===== config.mk =====
export PLATFORM = sky130hd
export DESIGN_NAME = rvx_bus_arbiter
export DESIGN_NICKNAME = d
export VERILOG_FILES = /design/src/rtl/rvx_bus_arbiter.sv
export SDC_FILE = /design/constraint.sdc
export NUM_CORES = 1
export LEC_CHECK = 0
export CORE_AREA = 2 2 108 110
export CTS_CLUSTER_SIZE = 24
export DETAILED_ROUTE_END_ITERATION = 10
export DIE_AREA = 0 0 110 112
export PLACE_DENSITY = 0.81
export RECOVER_POWER = 100
export SLEW_MARGIN = 20
export SYNTH_ARGS = -nofsm -noshare
export SYNTH_HDL_FRONTEND = slang
export SYNTH_SLANG_ARGS = --single-unit

===== constraint.sdc =====
create_clock -name clock -period 4.5 [get_ports clock]
set_clock_uncertainty 0.2 [all_clocks]
set_input_delay 0.45 -clock clock [delete_from_list [all_inputs] [get_ports clock]]
set_output_delay 0.45 -clock clock [all_outputs]
set_load 0.005 [all_outputs]

===== src/rtl/rvx_bus_arbiter.sv =====
// Fixed-priority arbiter with a starvation guard. It shares one memory port between the
// ibus and dbus of rvx_core, with one transaction in flight at a time.
`timescale 1ns/1ps
module rvx_bus_arbiter #(
   parameter bit          DBUS_PRIORITY = 1'b1,
   parameter int unsigned MAX_STREAK    = 4
) (
   input  logic        clock,
   input  logic        reset,
   input  logic [31:0] ibus_address,
   input  logic        ibus_rrequest,
   output logic [31:0] ibus_rdata,
   output logic        ibus_rresponse,
   input  logic [31:0] dbus_address,
   input  logic        dbus_rrequest,
   input  logic        dbus_wrequest,
   input  logic [31:0] dbus_wdata,
   input  logic [3:0]  dbus_wstrobe,
   output logic [31:0] dbus_rdata,
   output logic        dbus_rresponse,
   output logic        dbus_wresponse,
   output logic [31:0] mem_address,
   output logic        mem_rrequest,
   output logic        mem_wrequest,
   output logic [31:0] mem_wdata,
   output logic [3:0]  mem_wstrobe,
   input  logic [31:0] mem_rdata,
   input  logic        mem_rresponse,
   input  logic        mem_wresponse
);

   typedef enum logic [1:0] {IDLE, IBUS_ACTIVE, DBUS_ACTIVE} state_t;

   localparam logic [3:0] STREAK_LIMIT = 4'(MAX_STREAK);

   state_t      state, state_next;
   logic [3:0]  streak, streak_next;
   logic [31:0] address_q, wdata_q;
   logic [3:0]  wstrobe_q;
   logic        write_q;
   logic        dbus_request, prio_request, other_request;
   logic        grant_prio, grant_other, grant_dbus, grant_ibus;

   // The other bus takes the grant when the priority bus is idle or has used up its streak.
   always_comb begin
      dbus_request  = dbus_rrequest | dbus_wrequest;
      prio_request  = DBUS_PRIORITY ? dbus_request  : ibus_rrequest;
      other_request = DBUS_PRIORITY ? ibus_rrequest : dbus_request;
      grant_other   = (state == IDLE) && other_request &&
                      (!prio_request || (streak == STREAK_LIMIT));
      grant_prio    = (state == IDLE) && prio_request && !grant_other;
      grant_dbus    = DBUS_PRIORITY ? grant_prio  : grant_other;
      grant_ibus    = DBUS_PRIORITY ? grant_other : grant_prio;
   end

   always_ff @(posedge clock or posedge reset) begin
      if (reset) begin
         state  <= IDLE;
         streak <= '0;
      end else begin
         state  <= state_next;
         streak <= streak_next;
      end
   end

   always_comb begin
      state_next  = state;
      streak_next = streak;
      case (state)
         IDLE: begin
            if (grant_dbus)
               state_next = DBUS_ACTIVE;
            else if (grant_ibus)
               state_next = IBUS_ACTIVE;

            if (grant_other || (grant_prio && !other_request))
               streak_next = '0;
            else if (grant_prio && (streak != STREAK_LIMIT))
               streak_next = streak + 4'd1;
         end
         IBUS_ACTIVE: begin
            if (mem_rresponse)
               state_next = IDLE;
         end
         DBUS_ACTIVE: begin
            if (write_q ? mem_wresponse : mem_rresponse)
               state_next = IDLE;
         end
         default: state_next = IDLE;
      endcase
   end

   // A simultaneous read+write request from dbus is registered as a write.
   always_ff @(posedge clock or posedge reset) begin
      if (reset) begin
         address_q <= '0;
         wdata_q   <= '0;
         wstrobe_q <= '0;
         write_q   <= 1'b0;
      end else if (grant_dbus) begin
         address_q <= dbus_address;
         wdata_q   <= dbus_wdata;
         wstrobe_q <= dbus_wstrobe;
         write_q   <= dbus_wrequest;
      end else if (grant_ibus) begin
         address_q <= ibus_address;
         wdata_q   <= '0;
         wstrobe_q <= '0;
         write_q   <= 1'b0;
      end
   end

   always_comb begin
      mem_rrequest   = 1'b0;
      mem_wrequest   = 1'b0;
      ibus_rresponse = 1'b0;
      dbus_rresponse = 1'b0;
      dbus_wresponse = 1'b0;
      case (state)
         IBUS_ACTIVE: begin
            mem_rrequest   = 1'b1;
            ibus_rresponse = mem_rresponse;
         end
         DBUS_ACTIVE: begin
            mem_rrequest   = !write_q;
            mem_wrequest   = write_q;
            dbus_rresponse = mem_rresponse & !write_q;
            dbus_wresponse = mem_wresponse & write_q;
         end
         default: ;
      endcase
   end

   assign mem_address = address_q;
   assign mem_wdata   = wdata_q;
   assign mem_wstrobe = wstrobe_q;
   assign ibus_rdata  = mem_rdata;
   assign dbus_rdata  = mem_rdata;

endmodule


# Word-level counts from Yosys, hierarchy flattened
# Index checks and enable logic that the tools add are counted.
[word_totals] regBits=75 inputBits=139 out_inout_bits=137 elab_cells=55
[classes] add_sub_neg=1 eq_ne=7 n_mux=21 n_bitwise=3 reduce_logical=17
[ops] op="$mux W32" n=4
[ops] op="$mux W4" n=4
[ops] op="$mux W2" n=4
[ops] op="$mux W1" n=7
[ops] op="$logic_and A1 B1 Y1" n=6
[ops] op="$pmux W2 S3" n=1
[ops] op="$add A4 B1 Y4 const B" n=1
[ops] op="$eq A4 B3 Y1 const B" n=1
[ops] op="$logic_not A1 Y1" n=4
[ops] op="$ne A2 B2 Y1 const B" n=2
[ops] op="$ne A4 B3 Y1 const B" n=1
[ops] op="$reduce_bool A2 Y1" n=2
[ops] op="$ne A3 B3 Y1 const B" n=1
[ops] op="$reduce_and A3 Y1" n=1
[ops] op="$and A1 B1 Y1" n=2
[ops] op="$eq A2 B1 Y1 const B" n=1
[ops] op="$eq A2 B2 Y1 const B" n=1
[ops] op="$logic_not A2 Y1" n=1
[ops] op="$logic_or A1 B1 Y1" n=2
[ops] op="$pmux W1 S2" n=1
[ops] op="$reduce_and A2 Y1" n=1
[ops] op="$or A1 B1 Y1" n=1

# Depth between registers and ports, before layout
# Gate-level depths: netlist (run 1).
[logic_depth] depth_word=10 mapped_depth=7 ltp_nobuf=5

# Worst setup path after synthesis (run 1)
# No wires, ideal clock.
[synth_timing] path_type="reg-to-reg" from="register streak[0]" to="register wdata_q[24] (netlist: mem_wdata[24])" setup_ns=0.121 arrival_ns=1.458 required_time_ns=4.179 path_slack_ns=2.721 path_stages_with_launch=8 n_path_buf=2 synth_period_minus_slack_ns=1.779 path_cell_list="dfrtp_1 -> inv_1 -> ha_1 -> nand4b_4 -> and3_1 -> buf_2 -> buf_6 -> a22o_1"
[synth_via] elab_chain_cells=6 word_cells_on_any_way=7 cone_classes="eq/ne: 1; mux: 1; reduce/logical: 5"
[synth_rtl] item="from (decl)" line_no="37" text="logic [3:0] streak, streak_next;"
[synth_rtl] item="from (signal assigned)" line_no="62" text="streak <= streak_next;"
[synth_rtl] item="$eq A4 B3 Y1 (*)" line_no="50" text="(!prio_request || (streak == STREAK_LIMIT));"
[synth_rtl] item="$logic_or A1 B1 Y1 (*)" line_no="50"
[synth_rtl] item="$logic_and A1 B1 Y1 (*)" line_no="49" text="grant_other = (state == IDLE) && other_request &&"
[synth_rtl] item="$logic_not A1 Y1" line_no="51" text="grant_prio = (state == IDLE) && prio_request && !grant_other;"
[synth_rtl] item="$logic_and A1 B1 Y1" line_no="51"
[synth_rtl] item="$mux W32 or $reduce_bool A2 Y1 (tied branches)"
[synth_rtl] item="to (signal assigned)" line_no="102" text="wdata_q <= dbus_wdata;"
[synth_rtl] item="to (decl)" line_no="38" text="logic [31:0] address_q, wdata_q;"
# Mark *: on every way between the ends. The rest lies on a longest branch, timed or not.
# A chain may end at the register's enable or synchronous reset.

# Worst setup path after layout (run 1)
[layout_timing] from="input dbus_wrequest" to="register streak[0]"
[layout_via] elab_chain_cells=10 word_cells_on_any_way=13 cone_classes="mux: 1; bitwise: 1; reduce/logical: 11"
[layout_rtl] item="from (decl)" line_no="16" text="input logic dbus_wrequest,"
[layout_rtl] item="$or A1 B1 Y1 (*)" line_no="46" text="dbus_request = dbus_rrequest | dbus_wrequest;"
[layout_rtl] item="$logic_not A1 Y1" line_no="50"
[layout_rtl] item="$logic_or A1 B1 Y1" line_no="50"
[layout_rtl] item="$logic_and A1 B1 Y1" line_no="49"
[layout_rtl] item="$logic_not A1 Y1" line_no="51"
[layout_rtl] item="$logic_and A1 B1 Y1" line_no="51"
[layout_rtl] item="$logic_and A1 B1 Y1" line_no="76" text="if (grant_other || (grant_prio && !other_request))"
[layout_rtl] item="$logic_or A1 B1 Y1" line_no="76"
[layout_rtl] item="$reduce_bool A2 Y1 (no source line)"
[layout_rtl] item="$reduce_and A2 Y1 (no source line)"
# Marks and branches as above.

==> results of run 1 <==
metrics by stage:
stage / cell area, um2 / total power, mW
after floorplan: 3880 / 2.01
after global placement: 5230 / 2.74
after global routing: 5540 / 3.66
after CTS: 5550 / 3.59
after detailed placement: 5230 / 2.80
final: 5540 / 3.41
per-layer routing:
layer	share of wire, %	global-route usage (%)
met3	10	5.39
met2	49	28.5
met5	0	0
met1	38	19.6
met4	3.3	9.20
final timing paths:
path                            cells past startpoint       endpoint
max in group asynchronous                           3   mem_wdata[5]
worst min register to register                      1   mem_wdata[5]
worst min-delay path                                1   mem_wdata[5]
worst max-delay path                                5      streak[0]
min in group asynchronous                           2  mem_wdata[26]
worst max register to register                      5   mem_wdata[6]
cell type report:
class	instances	area share (%)
clock buffer	10	4.13
clock inverter	6	1.62
timing repair buffer	184	32.9
inverter	8	0.564
sequential	75	33.9
tap	143	3.23
multi-input combinational	208	23.7
worst reg2reg max path, cell delays in order, from the launching register on:
cell and delay (ps):
dfrtp_1 410, inv_1 60, ha_1 250, nand4b_4 380
and3_1 1130, a22o_1 290
cells by family after synthesis:
kind of cell | Yosys count
AO/OA/AOI/OAI | 147
buffers and inverters | 101
flip-flops | 75
AND/OR/NAND/NOR | 55
adder cells (fa/ha/maj) | 5
multiplexers | 1
power groups by stage:
stage | clock network, mW | logic [mW] | registers, mW
6_report | 0.762 | 1.47 | 1.18
3_5_place_dp | 0 | 1.60 | 1.20
4_1_cts | 0.784 | 1.60 | 1.20
2_1_floorplan | 0 | 0.808 | 1.20
3_3_place_gp | 0 | 1.54 | 1.19
5_1_grt | 0.813 | 1.62 | 1.22
state kept, by name, indices dropped and copies added (netlist names):
signal and count:
streak 4, mem_wdata 32, mem_wstrobe 4, mem_address 32, state 2, write_q 1
cells in the final DEF (no fill, tap or decap), types with 2 or more instances in the layout:
| cell type | Yosys | final |
|---|---|---|
| clkdlybuf4s50_1 | 0 | 104 |
| dlygate4sd3_1 | 0 | 75 |
| dfrtp_1 | 75 | 75 |
| a22o_1 | 36 | 36 |
| o21ai_0 | 33 | 33 |
| a31oi_1 | 32 | 32 |
| nor2_1 | 33 | 32 |
| a21oi_1 | 32 | 32 |
| clkbuf_16 | 0 | 9 |
| inv_1 | 8 | 7 |
| ha_1 | 5 | 5 |
| nand2_1 | 3 | 3 |
| and2_1 | 4 | 3 |
| nand3_1 | 3 | 3 |
| buf_4 | 67 | 3 |
| nand4_1 | 2 | 2 |
| o22ai_1 | 2 | 2 |
| nor2b_1 | 2 | 2 |
| and3_1 | 2 | 2 |
| o211ai_1 | 2 | 2 |
| bufinv_16 | 0 | 2 |
| clkinv_4 | 0 | 2 |
| clkbuf_1 | 10 | 2 |
==> impl_metrics.csv, run 1 <==
group,metric,value,unit
clock_tree,cts.sinks,75,
floorplan,start_util,34.7,%
route,routed_via_density,5.27,
critical_path,path_class,"in -> reg",
power_and_ir_drop,p_clk_share,22.3,%
synthesis,netlist_area,3880,um2
clock_tree,htree_levels,3,
route,wl_per_cell,17.3,um
cells_and_area,nFillCells,1040,
timing,setup_ws,1250,ps
cells_and_area,final_util,49.6,%
floorplan,core_area,11200,um2
clock_tree,cts_max_path_buffers,2,
timing,period_needed,3250,ps
synthesis,synthAdderAreaFrac,1.61,%
timing,fin_setup_tns,0,ps
timing,hold_violations,0,
route,ant_nets,0,
timing,setup-violations-final,0,
power_and_ir_drop,leakage,2.31,nW
critical_path,reg2reg_slack,1720,ps
route,drtPass1Iterations,4,
critical_path,worst_path_max_delay_cell,"clkbuf_1",
synthesis,synthesis.nets,528,
placed_design,portBuffers,179,
critical_path,arrival,3280,ps
timing,rsz0062_at_grt,"false",
global_route,grt_max_degree,40,
synthesis,synth_edf_count,0,
critical_path,cp.required,4530,ps
route,first_iter_violations,220,
synthesis,synth.area.mux_share,0.258,%
power_and_ir_drop,p_comb_share,43.0,%
placed_design,place_inst,618,
timing,timing.final.crit_share,72.3,%
synthesis,synth_area_leaders,"dfrtp_1 (48%), buf_4 (13%), a22o_1 (8.1%)",
power_and_ir_drop,p_int,2.30,mW
critical_path,startpoint,"dbus_wrequest",
placed_design,dp_hpwl,7.96,mm
route,drcViolationCount,0,
timing,fin_hold_ws,296,ps
floorplan,rows,39,
hold_path,min_from,"mem_wdata[5]",
synthesis,ys_seq_area_share,48.3,%
global_route,grt-ovfl-total,0,
synthesis,ys_ff_latch,75,
synthesis,yosysUniqueCellTypes,38,
global_route,grt_pass1_vias,3432,
placed_design,place_congestion,0.786,
critical_path,crit_path_end_kind,"flip-flop",
critical_path,cp_num_buf_inv,2,
synthesis,synth_area_leader_cell,"dfrtp_1",
floorplan,die_w,110,um
clock_tree,cts_root_buffer,"clkbuf_16",
global_route,antenna_found_initial,0,
cells_and_area,antennaDiodeCount,0,
cells_and_area,drive_gt1_share,4.89,%
cells_and_area,ff_latch_area,1880,um2
global_route,grt_use_total,17.2,%
timing,fmax,307,MHz
clock_tree,clkLatencyLatePin,320,ps
synthesis,yosysMostFrequentCell,"dfrtp_1",
cells_and_area,fin_nets,630,
floorplan,dieArea,12300,um2
power_and_ir_drop,p_per_area,616,nW/um2
critical_path,cpPeakStageDelay,1210,ps
route,via_count,3342,
status,status,"finished with violations",
timing,tightest_slew,1690,ps
global_route,grt_pass1_wl,16.6,mm
synthesis,synth_simple_gate_area_share,6.99,%
clock_tree,holdBufCountCts,0,
synthesis,yosys_warnings,0,
synthesis,synthCells,384,
synthesis,synth-compound-area-share,24.8,%
hold_path,min_path_type,"reg -> reg",
clock_tree,clk_pin_slew,50,ps
synthesis,synth_top_family_by_area,"compound AO/OA/AOI/OAI gates",
floorplan,ios,276,
timing,slew_viol_final,76,
cells_and_area,multi_input_area,1320,um2
clock_tree,cts_made_buffers,9,
timing,relSlewSlack,-12.8,%
synthesis,syn_area_per_cell,10.1,um2
job,drv_cap,2,
synthesis,synthTopCellsByCount,"dfrtp_1 (75), buf_4 (67), a22o_1 (36)",
power_and_ir_drop,ir_drop,0.228,mV
power_and_ir_drop,p_sw_share,32.6,%
critical_path,crit_chain,"dlygate4sd3_1 > or2_1 > clkbuf_1 > nand4_1 > o21ai_0",
critical_path,crit-reg2reg-launch,"streak[0]",
clock_tree,cts_tree,"built",
clock_tree,post_cts_buffers,0,
clock_tree,post_cts_resized,0,
synthesis,synth_xor_area_share,0,%
synthesis,synth_ff_type,"dfrtp_1",
power_and_ir_drop,p_switching,1.11,mW
critical_path,cp-start-kind,"input port",
synthesis,yosysTopAreaCellShare,48.3,%
synthesis,postSynth.asyncResetShare,100,%
cells_and_area,area_delta_synth_final,42.8,%
route,routed_wl,10.9,mm
placed_design,dp_slack,1490,ps
cells_and_area,stdcell_count,634,
power_and_ir_drop,seqPwrFrac,34.6,%
critical_path,crit_fanout,37,
status,violations,"capacitance limit, slew limit",
floorplan,die_h,112,um
critical_path,crit_family,"buffers and inverters",
No activity file was read; power rests on OpenSTA's default activity.
==> run 2, diff against run 1 <==
--- a/config.mk
+++ b/config.mk
@@ -5,11 +5,10 @@
 export SDC_FILE = /design/constraint.sdc
 export NUM_CORES = 1
 export LEC_CHECK = 0
-export CORE_AREA = 2 2 108 110
+export CORE_UTILIZATION = 32
 export CTS_CLUSTER_SIZE = 24
 export DETAILED_ROUTE_END_ITERATION = 10
-export DIE_AREA = 0 0 110 112
-export PLACE_DENSITY = 0.81
+export PLACE_DENSITY = 0.78
 export RECOVER_POWER = 100
 export SLEW_MARGIN = 20
 export SYNTH_ARGS = -nofsm -noshare
==> constraint.sdc (replaced) <==
create_clock -name clock -period 2.8 [get_ports clock]
set_clock_uncertainty 0.2 [all_clocks]
set_input_delay 0.28 -clock clock [delete_from_list [all_inputs] [get_ports clock]]
set_output_delay 0.28 -clock clock [all_outputs]
set_load 0.005 [all_outputs]
==> impl_metrics.csv, run 2 (synthesized netlist as in run 1, its figures left out) <==
group,metric,value,unit
route,routed_wl,11.3,mm
placed_design,place_congestion,0.772,
route,drcViolationCount,19,
power_and_ir_drop,p_sw_share,33.0,%
global_route,met3_usage,6.80,%
critical_path,crit_path_end,"mem_rrequest",
floorplan,rows,39,
clock_tree,holdBufCountCts,0,
timing,fin_hold_ws,291,ps
cells_and_area,final_common_cell,"clkdlybuf4s50_1",
timing,timing.final.crit_share,86.8,%
global_route,grt_max_degree,42,
critical_path,cp-start-kind,"flip-flop",
critical_path,reg2reg_slack,510,ps
route,ant_nets,0,
route,first_iter_violations,210,
critical_path,arrival,1950,ps
clock_tree,cts.sinks,75,
timing,slew_viol_final,36,
clock_tree,cts_made_buffers,9,
clock_tree,cts_max_path_buffers,2,
timing,fmax,411,MHz
cells_and_area,drive_gt1_share,6.05,%
cells_and_area,mostFrequentLayoutCells,"clkdlybuf4s50_1 (106), dfrtp_1 (75), dlygate4sd3_1 (73), a22o_1 (36), o21ai_0 (33)",
clock_tree,cts_tree,"built",
cells_and_area,nFillCells,1076,
job,drv_cap,1,
route,drtPass1Iterations,9,
floorplan,ios,276,
global_route,met1_usage,19.0,%
critical_path,path_class,"reg -> out",
power_and_ir_drop,p_int,3.69,mW
power_and_ir_drop,p_clk_share,22.8,%
timing,hold_violations,0,
global_route,grt_busiest_layer,"met2",
power_and_ir_drop,p_comb_share,43.0,%
clock_tree,post_cts_resized,0,
timing,relSlewSlack,-4.07,%
critical_path,crit-reg2reg-launch,"state[1]",
critical_path,crit_path_end_kind,"primary output",
critical_path,worstReg2RegEnd,"streak[2]",
clock_tree,htree_levels,3,
timing,fin_setup_tns,0,ps
global_route,grt_pass1_vias,3389,
clock_tree,cts_root_buffer,"clkbuf_16",
clock_tree,post_cts_buffers,0,
floorplan,die_h,112,um
route,routed_via_density,5.20,
clock_tree,clk_pin_slew,60,ps
power_and_ir_drop,leakage,2.33,nW
global_route,grt_use_total,18.0,%
hold_path,min_path_type,"in -> reg",
placed_design,place_area,5290,um2
critical_path,crit_fanout,6,
cells_and_area,final_area,5570,um2
clock_tree,clkLatencyLatePin,340,ps
cells_and_area,fin_nets,635,
cells_and_area,area_delta_synth_final,43.4,%
global_route,grtUsageMet2,30.8,%
floorplan,die_w,112,um
floorplan,start_util,33.4,%
power_and_ir_drop,ir_drop,0.420,mV
status,status,"finished with violations",
route,via_count,3323,
critical_path,cp.required,2320,ps
floorplan,core_area,11600,um2
global_route,grt-ovfl-total,0,
status,violations,"DRC, capacitance limit, slew limit",
global_route,grt_pass1_wl,17.5,mm
placed_design,portBuffers,179,
critical_path,reg2reg_depth,6,
power_and_ir_drop,p_switching,1.82,mW
timing,rsz0062_at_grt,"false",
floorplan,dieArea,12600,um2
global_route,antenna_found_initial,0,
timing,period_needed,2430,ps
cells_and_area,antennaDiodeCount,0,
timing,tightest_slew,1550,ps
route,wl_per_cell,17.7,um
power_and_ir_drop,seqPwrFrac,34.2,%
critical_path,startpoint,"state[0]",
timing,setup-violations-final,0,
power_and_ir_drop,p_per_area,990,nW/um2
placed_design,dp_hpwl,8.19,mm
-- run 2: changes by cell type in the layout (fill, tap and decap cells not counted), moves of 2 or more --
| cell | before | now |
|---|---|---|
| clkbuf_1 | 2 | 0 |
| clkbuf_2 | 1 | 4 |
| dlygate4sd3_1 | 75 | 73 |
| clkdlybuf4s50_1 | 104 | 106 |
-- run 2: worst min-delay path by stage --
stage	from	to	slack [ps]	cells past startpoint
6_report	ibus_address[22]	mem_address[22]	290	3
5_1_grt	ibus_address[25]	mem_address[25]	290	3
4_1_cts	reset	mem_wstrobe[0]	140	2
3_5_place_dp	mem_wdata[12]	mem_wdata[12]	290	1
3_3_place_gp	mem_wdata[6]	mem_wdata[6]	290	1
2_1_floorplan	dbus_wdata[24]	mem_wdata[24]	210	1
-- run 2: stage by stage --
step	setup slack, ps	total power [mW]	util (%)	std cells
final	368	5.51	48.0	639
after global routing	190	5.88	48.0	639
after CTS	403	5.82	48.3	639
after detailed placement	516	4.52	45.5	623
after global placement	615	4.44	45.5	623
after floorplan	410	3.22	-	384
-- run 2: routing by layer --
layer  part of all wire [%]  vias to the layer above
met5                      0                        -
met4                    4.0                        0
met3                    9.8                       35
met2                     49                      199
met1                     37                     1563
li1                       -                     1526
-- run 2: worst max-delay path: stages, from the launching register on --
cell           delay [ps]
dfrtp_1               400
inv_1                  90
ha_1                  240
nor2b_1               200
o21a_1                120
dlygate4sd3_1         560
-- run 2: final cells by class --
class	count	area [um2]	area share (%)
clock buffers	9	225	4.04
clock inverters	7	100	1.80
inverters	8	31.3	0.562
multi-input cells	208	1290	23.1
flip-flops and latches	75	1880	33.7
well taps	143	179	3.21
repair buffers	189	1870	33.6
-- run 2: power groups by stage --
stage	clock network, mW	registers (mW)	logic, mW
detailed placement	0	1.92	2.60
CTS	1.29	1.91	2.62
global route	1.33	1.95	2.61
finish	1.26	1.88	2.37
global placement	0	1.91	2.53
floorplan	0	1.93	1.30
==> RTL edit 1 (config.mk and constraints of run 2) <==
Register the output `dbus_rdata`, with the module's reset; this adds one clock of latency there. The other outputs are not delayed to match.
--- a/src/rtl/rvx_bus_arbiter.sv
+++ b/src/rtl/rvx_bus_arbiter.sv
@@ -135,7 +135,13 @@
    assign mem_wdata   = wdata_q;
    assign mem_wstrobe = wstrobe_q;
    assign ibus_rdata  = mem_rdata;
-   assign dbus_rdata  = mem_rdata;
+   always_ff @(posedge clock or posedge reset) begin
+      if (reset) begin
+         dbus_rdata <= '0;
+      end else begin
+         dbus_rdata <= mem_rdata;
+      end
+   end
 
 endmodule
 
Behaviour: not the same (Yosys sat finds a counterexample within 4 cycles, from zero or initial values and one cycle with reset high).
==> RTL edit 1 against run 2 <==
  * Final cell count up 25%
  * Routed wire length up 25%
  * Design area increased by 32%
  * Critical endpoint is now mem_address[23]
  * Synthesized area is 14% higher
  * Sequential cell count grew 32
  * Worst setup slack got worse by 0.069 ns
  * Synthesized cell count fell by 0.52%
  * Power rose by 12%
  * First-iteration DRC count is 13% higher
==> RTL edit 1: results <==
metrics = {
    "status": {
        "status": "finished clean",
    },
    "power": {
        "p_comb_mw": 2.56,
        "peakVddDrop_uv": 519.0,
        "seqPwrFrac_pct": 38.7,
        "power_switching_mw": 2.011,
    },
    "routing": {
        "wl_met1_um": 5203,
        "dr_total_vias": 4013,
        "dr_wl_met3_um": 1102,
        "wl_met2_um": 7457,
        "viasPerCell": 5.016,
    },
    "worst_hold_path": {
        "min_to": "mem_address[5]",
        "min-delay-start": "ibus_address[5]",
    },
    "worst_setup_path": {
        "reg2reg_setup_slack_ns": 0.60,
        "crit_start": "ibus_rrequest",
        "critPathArrivalTime_ns": 2.57,
        "worstPathMaxFanout": 25,
        "slowest_delay_ns": 0.75,
    },
    "cells_and_area": {
        "sh_seq_area_pct": 36.48,
        "n_all_inverters": 5,
        "non_clock_buffer_area_share_pct": 38.57,
        "final_nets": 763,
        "fillers": 1138,
        "n_all_buffers": 287,
        "nClkBuffers": 11,
        "multi_input_area_share_pct": 17.88,
        "clkCellAreaFrac_pct": 3.801,
    },
    "timing": {
        "max-slew-margin-rel_pct": 17.12,
        "slew_violations": 0,
    },
    "synth": {
        "synth-compound-area-share_pct": 22.02,
        "synth_nets": 526,
        "ys_seq_area_share_pct": 60.64,
        "muxShareOfSynthArea_pct": 0.4817,
    },
    "placed_design": {
        "numPortBuffers": 275,
        "gp_congestion": 0.7871,
        "pre_cts_ws_ns": 0.3621,
    },
    "grt": {
        "grt_max_degree": 49,
        "grt_pass1_vias": 4178,
        "grt.total_usage_pct": 19.71,
    },
}
-- RTL edit 1: how the worst max path moves through the flow --
stage | end | slack, ns | cells after the start
floorplan | mem_wdata[0] | 0.98 | 7
CTS | dbus_rresponse | 0.41 | 5
detailed placement | state[0] | 0.36 | 5
finish | mem_address[23] | 0.30 | 5
global placement | state[0] | 0.38 | 5
global route | mem_address[11] | 0.18 | 5
-- RTL edit 1: cells by family after synthesis --
group / count (synthesis)
mux: 2
compound gates: 148
fa+ha+maj: 5
flops: 107
buf+inv: 66
simple gates: 54
-- RTL edit 1: through the flow --
stage	utilization (%)	total power [mW]	cell area, µm²	hold WS (ns)
final	55.00	6.145	7341	0.2820
after global placement	53.30	5.149	7114	0.2813
after CTS	55.39	6.500	7393	0.1719
after global routing	55.00	6.523	7341	0.2715
after detailed placement	53.30	5.246	7114	0.2817
after floorplan	-	3.638	4419	0.1114
==> RTL edit 2 (config.mk and constraints of run 2) <==
Without the edit above. Change the parameter `DBUS_PRIORITY` from 1'b1 to 1'b0.
--- a/src/rtl/rvx_bus_arbiter.sv
+++ b/src/rtl/rvx_bus_arbiter.sv
@@ -2,7 +2,7 @@
 // ibus and dbus of rvx_core, with one transaction in flight at a time.
 `timescale 1ns/1ps
 module rvx_bus_arbiter #(
-   parameter bit          DBUS_PRIORITY = 1'b1,
+   parameter bit          DBUS_PRIORITY = 1'b0,
    parameter int unsigned MAX_STREAK    = 4
 ) (
    input  logic        clock,
Check against the original RTL: not equivalent (a bounded check fails within 4 cycles, from zero or initial values and one cycle with reset high).
==> RTL edit 2 against run 2 <==
  * Non-clock buffer count is 5 lower
  * Core utilization increased by 0.97 points
  * Synthesized area decreased by 6.3%
  * Routed wire length fell by 10%
  * Critical path type unchanged
  * Sequential cell count is the same
  * Final cell count decreased by 6.9%
  * Design area fell by 3.9%
  * Worst setup slack improved by 0.065 ns
  * Power is 0.63% lower
==> RTL edit 2: results <==
metrics = {
    "status": {
        "status": "finished clean",
    },
    "worst_setup_path": {
        "r2r-end": "mem_address[29]",
        "critPathTopFamily": "buffers and inverters",
        "reg2reg_setup_slack_ns": 0.52,
        "critPathArrivalTime_ns": 1.89,
        "worstPathMaxFanout": 4,
    },
    "synth": {
        "synth-compound-area-share_pct": 21.64,
        "synthAdderAreaFrac_pct": 1.721,
        "synth_nets": 483,
        "muxShareOfSynthArea_pct": 0.5506,
        "yosys.area_share.xor_xnor_pct": 0,
        "synth_top_cells_by_area": "dfrtp_1 (52%), buf_4 (13%), a22o_1 (8.7%)",
        "yosysTopAreaCellShare_pct": 51.62,
        "ys_seq_area_share_pct": 51.62,
        "ys_top_cells_by_count": "dfrtp_1 (75), buf_4 (65), inv_1 (38), a22o_1 (36), a21oi_1 (35)",
        "synthDistinctLibCells": 32,
        "synthCells": 339,
    },
    "placed_design": {
        "placed_cells": 579,
        "numPortBuffers": 179,
        "pre_cts_ws_ns": 0.5044,
        "place_hpwl_um": 7564,
        "post_dp_cell_area_um2": 5042,
        "gp_congestion": 0.7064,
    },
    "worst_hold_path": {
        "min-delay-start": "streak[3]",
        "hold_class": "register to register",
        "holdPathStages": 1,
        "min_to": "streak[3]",
    },
    "power": {
        "p_leak_nw": 2.415,
        "peakVddDrop_uv": 462.0,
    },
    "routing": {
        "drt_first_pass_iters": 4,
        "drtIter0Drc": 137,
        "finalWirelength_um": 10140,
        "viasPerCell": 4.830,
    },
    "cells_and_area": {
        "final_nets": 594,
        "antenna_cells": 0,
        "final_cells": 595,
        "drive_gt1_share_pct": 5.495,
    },
    "grt": {
        "grt_max_degree": 50,
        "grt.total_usage_pct": 16.75,
        "grt_pass1_vias": 3005,
        "grt_pass1_wl_um": 14900,
    },
    "clocking": {
        "cts.repair.resized": 0,
        "clk_latency_ns": 0.32,
    },
    "timing": {
        "timing.final.crit_share_pct": 84.51,
        "hold_ws_ns": 0.2754,
        "tightest_slew_ns": 1.224,
    },
}
[RTL edit 2: changes by cell type after synthesis, sizes merged, moves of 2 or more]
cell and change:
nand3 -2, a31oi -32, a21oi +3, clkbuf -9, o21ai -30, nor2 -32, inv +30, o22ai +31
[RTL edit 2: power by group]
| group | switching, mW | total, mW | internal [mW] |
|---|---|---|---|
| logic | 1.02 | 2.31 | 1.29 |
| registers | 0.309 | 1.91 | 1.60 |
| clock network | 0.458 | 1.25 | 0.792 |
[RTL edit 2: layout make-up]
type                            instances  area (µm²)
Timing Repair Buffer                  184        1837
Sequential cell                        75        1877
Tap cell                              140       175.2
Multi-Input combinational cell        142       992.2
Clock buffer                           10       229.0
Clock inverter                          6       96.34
Inverter                               38       143.9
Fill cell                            1023        5585
[RTL edit 2: per-layer routing]
layer  vias up  track usage, %  part of all wire (%)
li1       1338               -                     -
met1      1358           17.92                    38
met2       170           31.78                    54
met3         8           3.978                   7.7
met4         0           5.792                  0.70
met5         -               0                     0
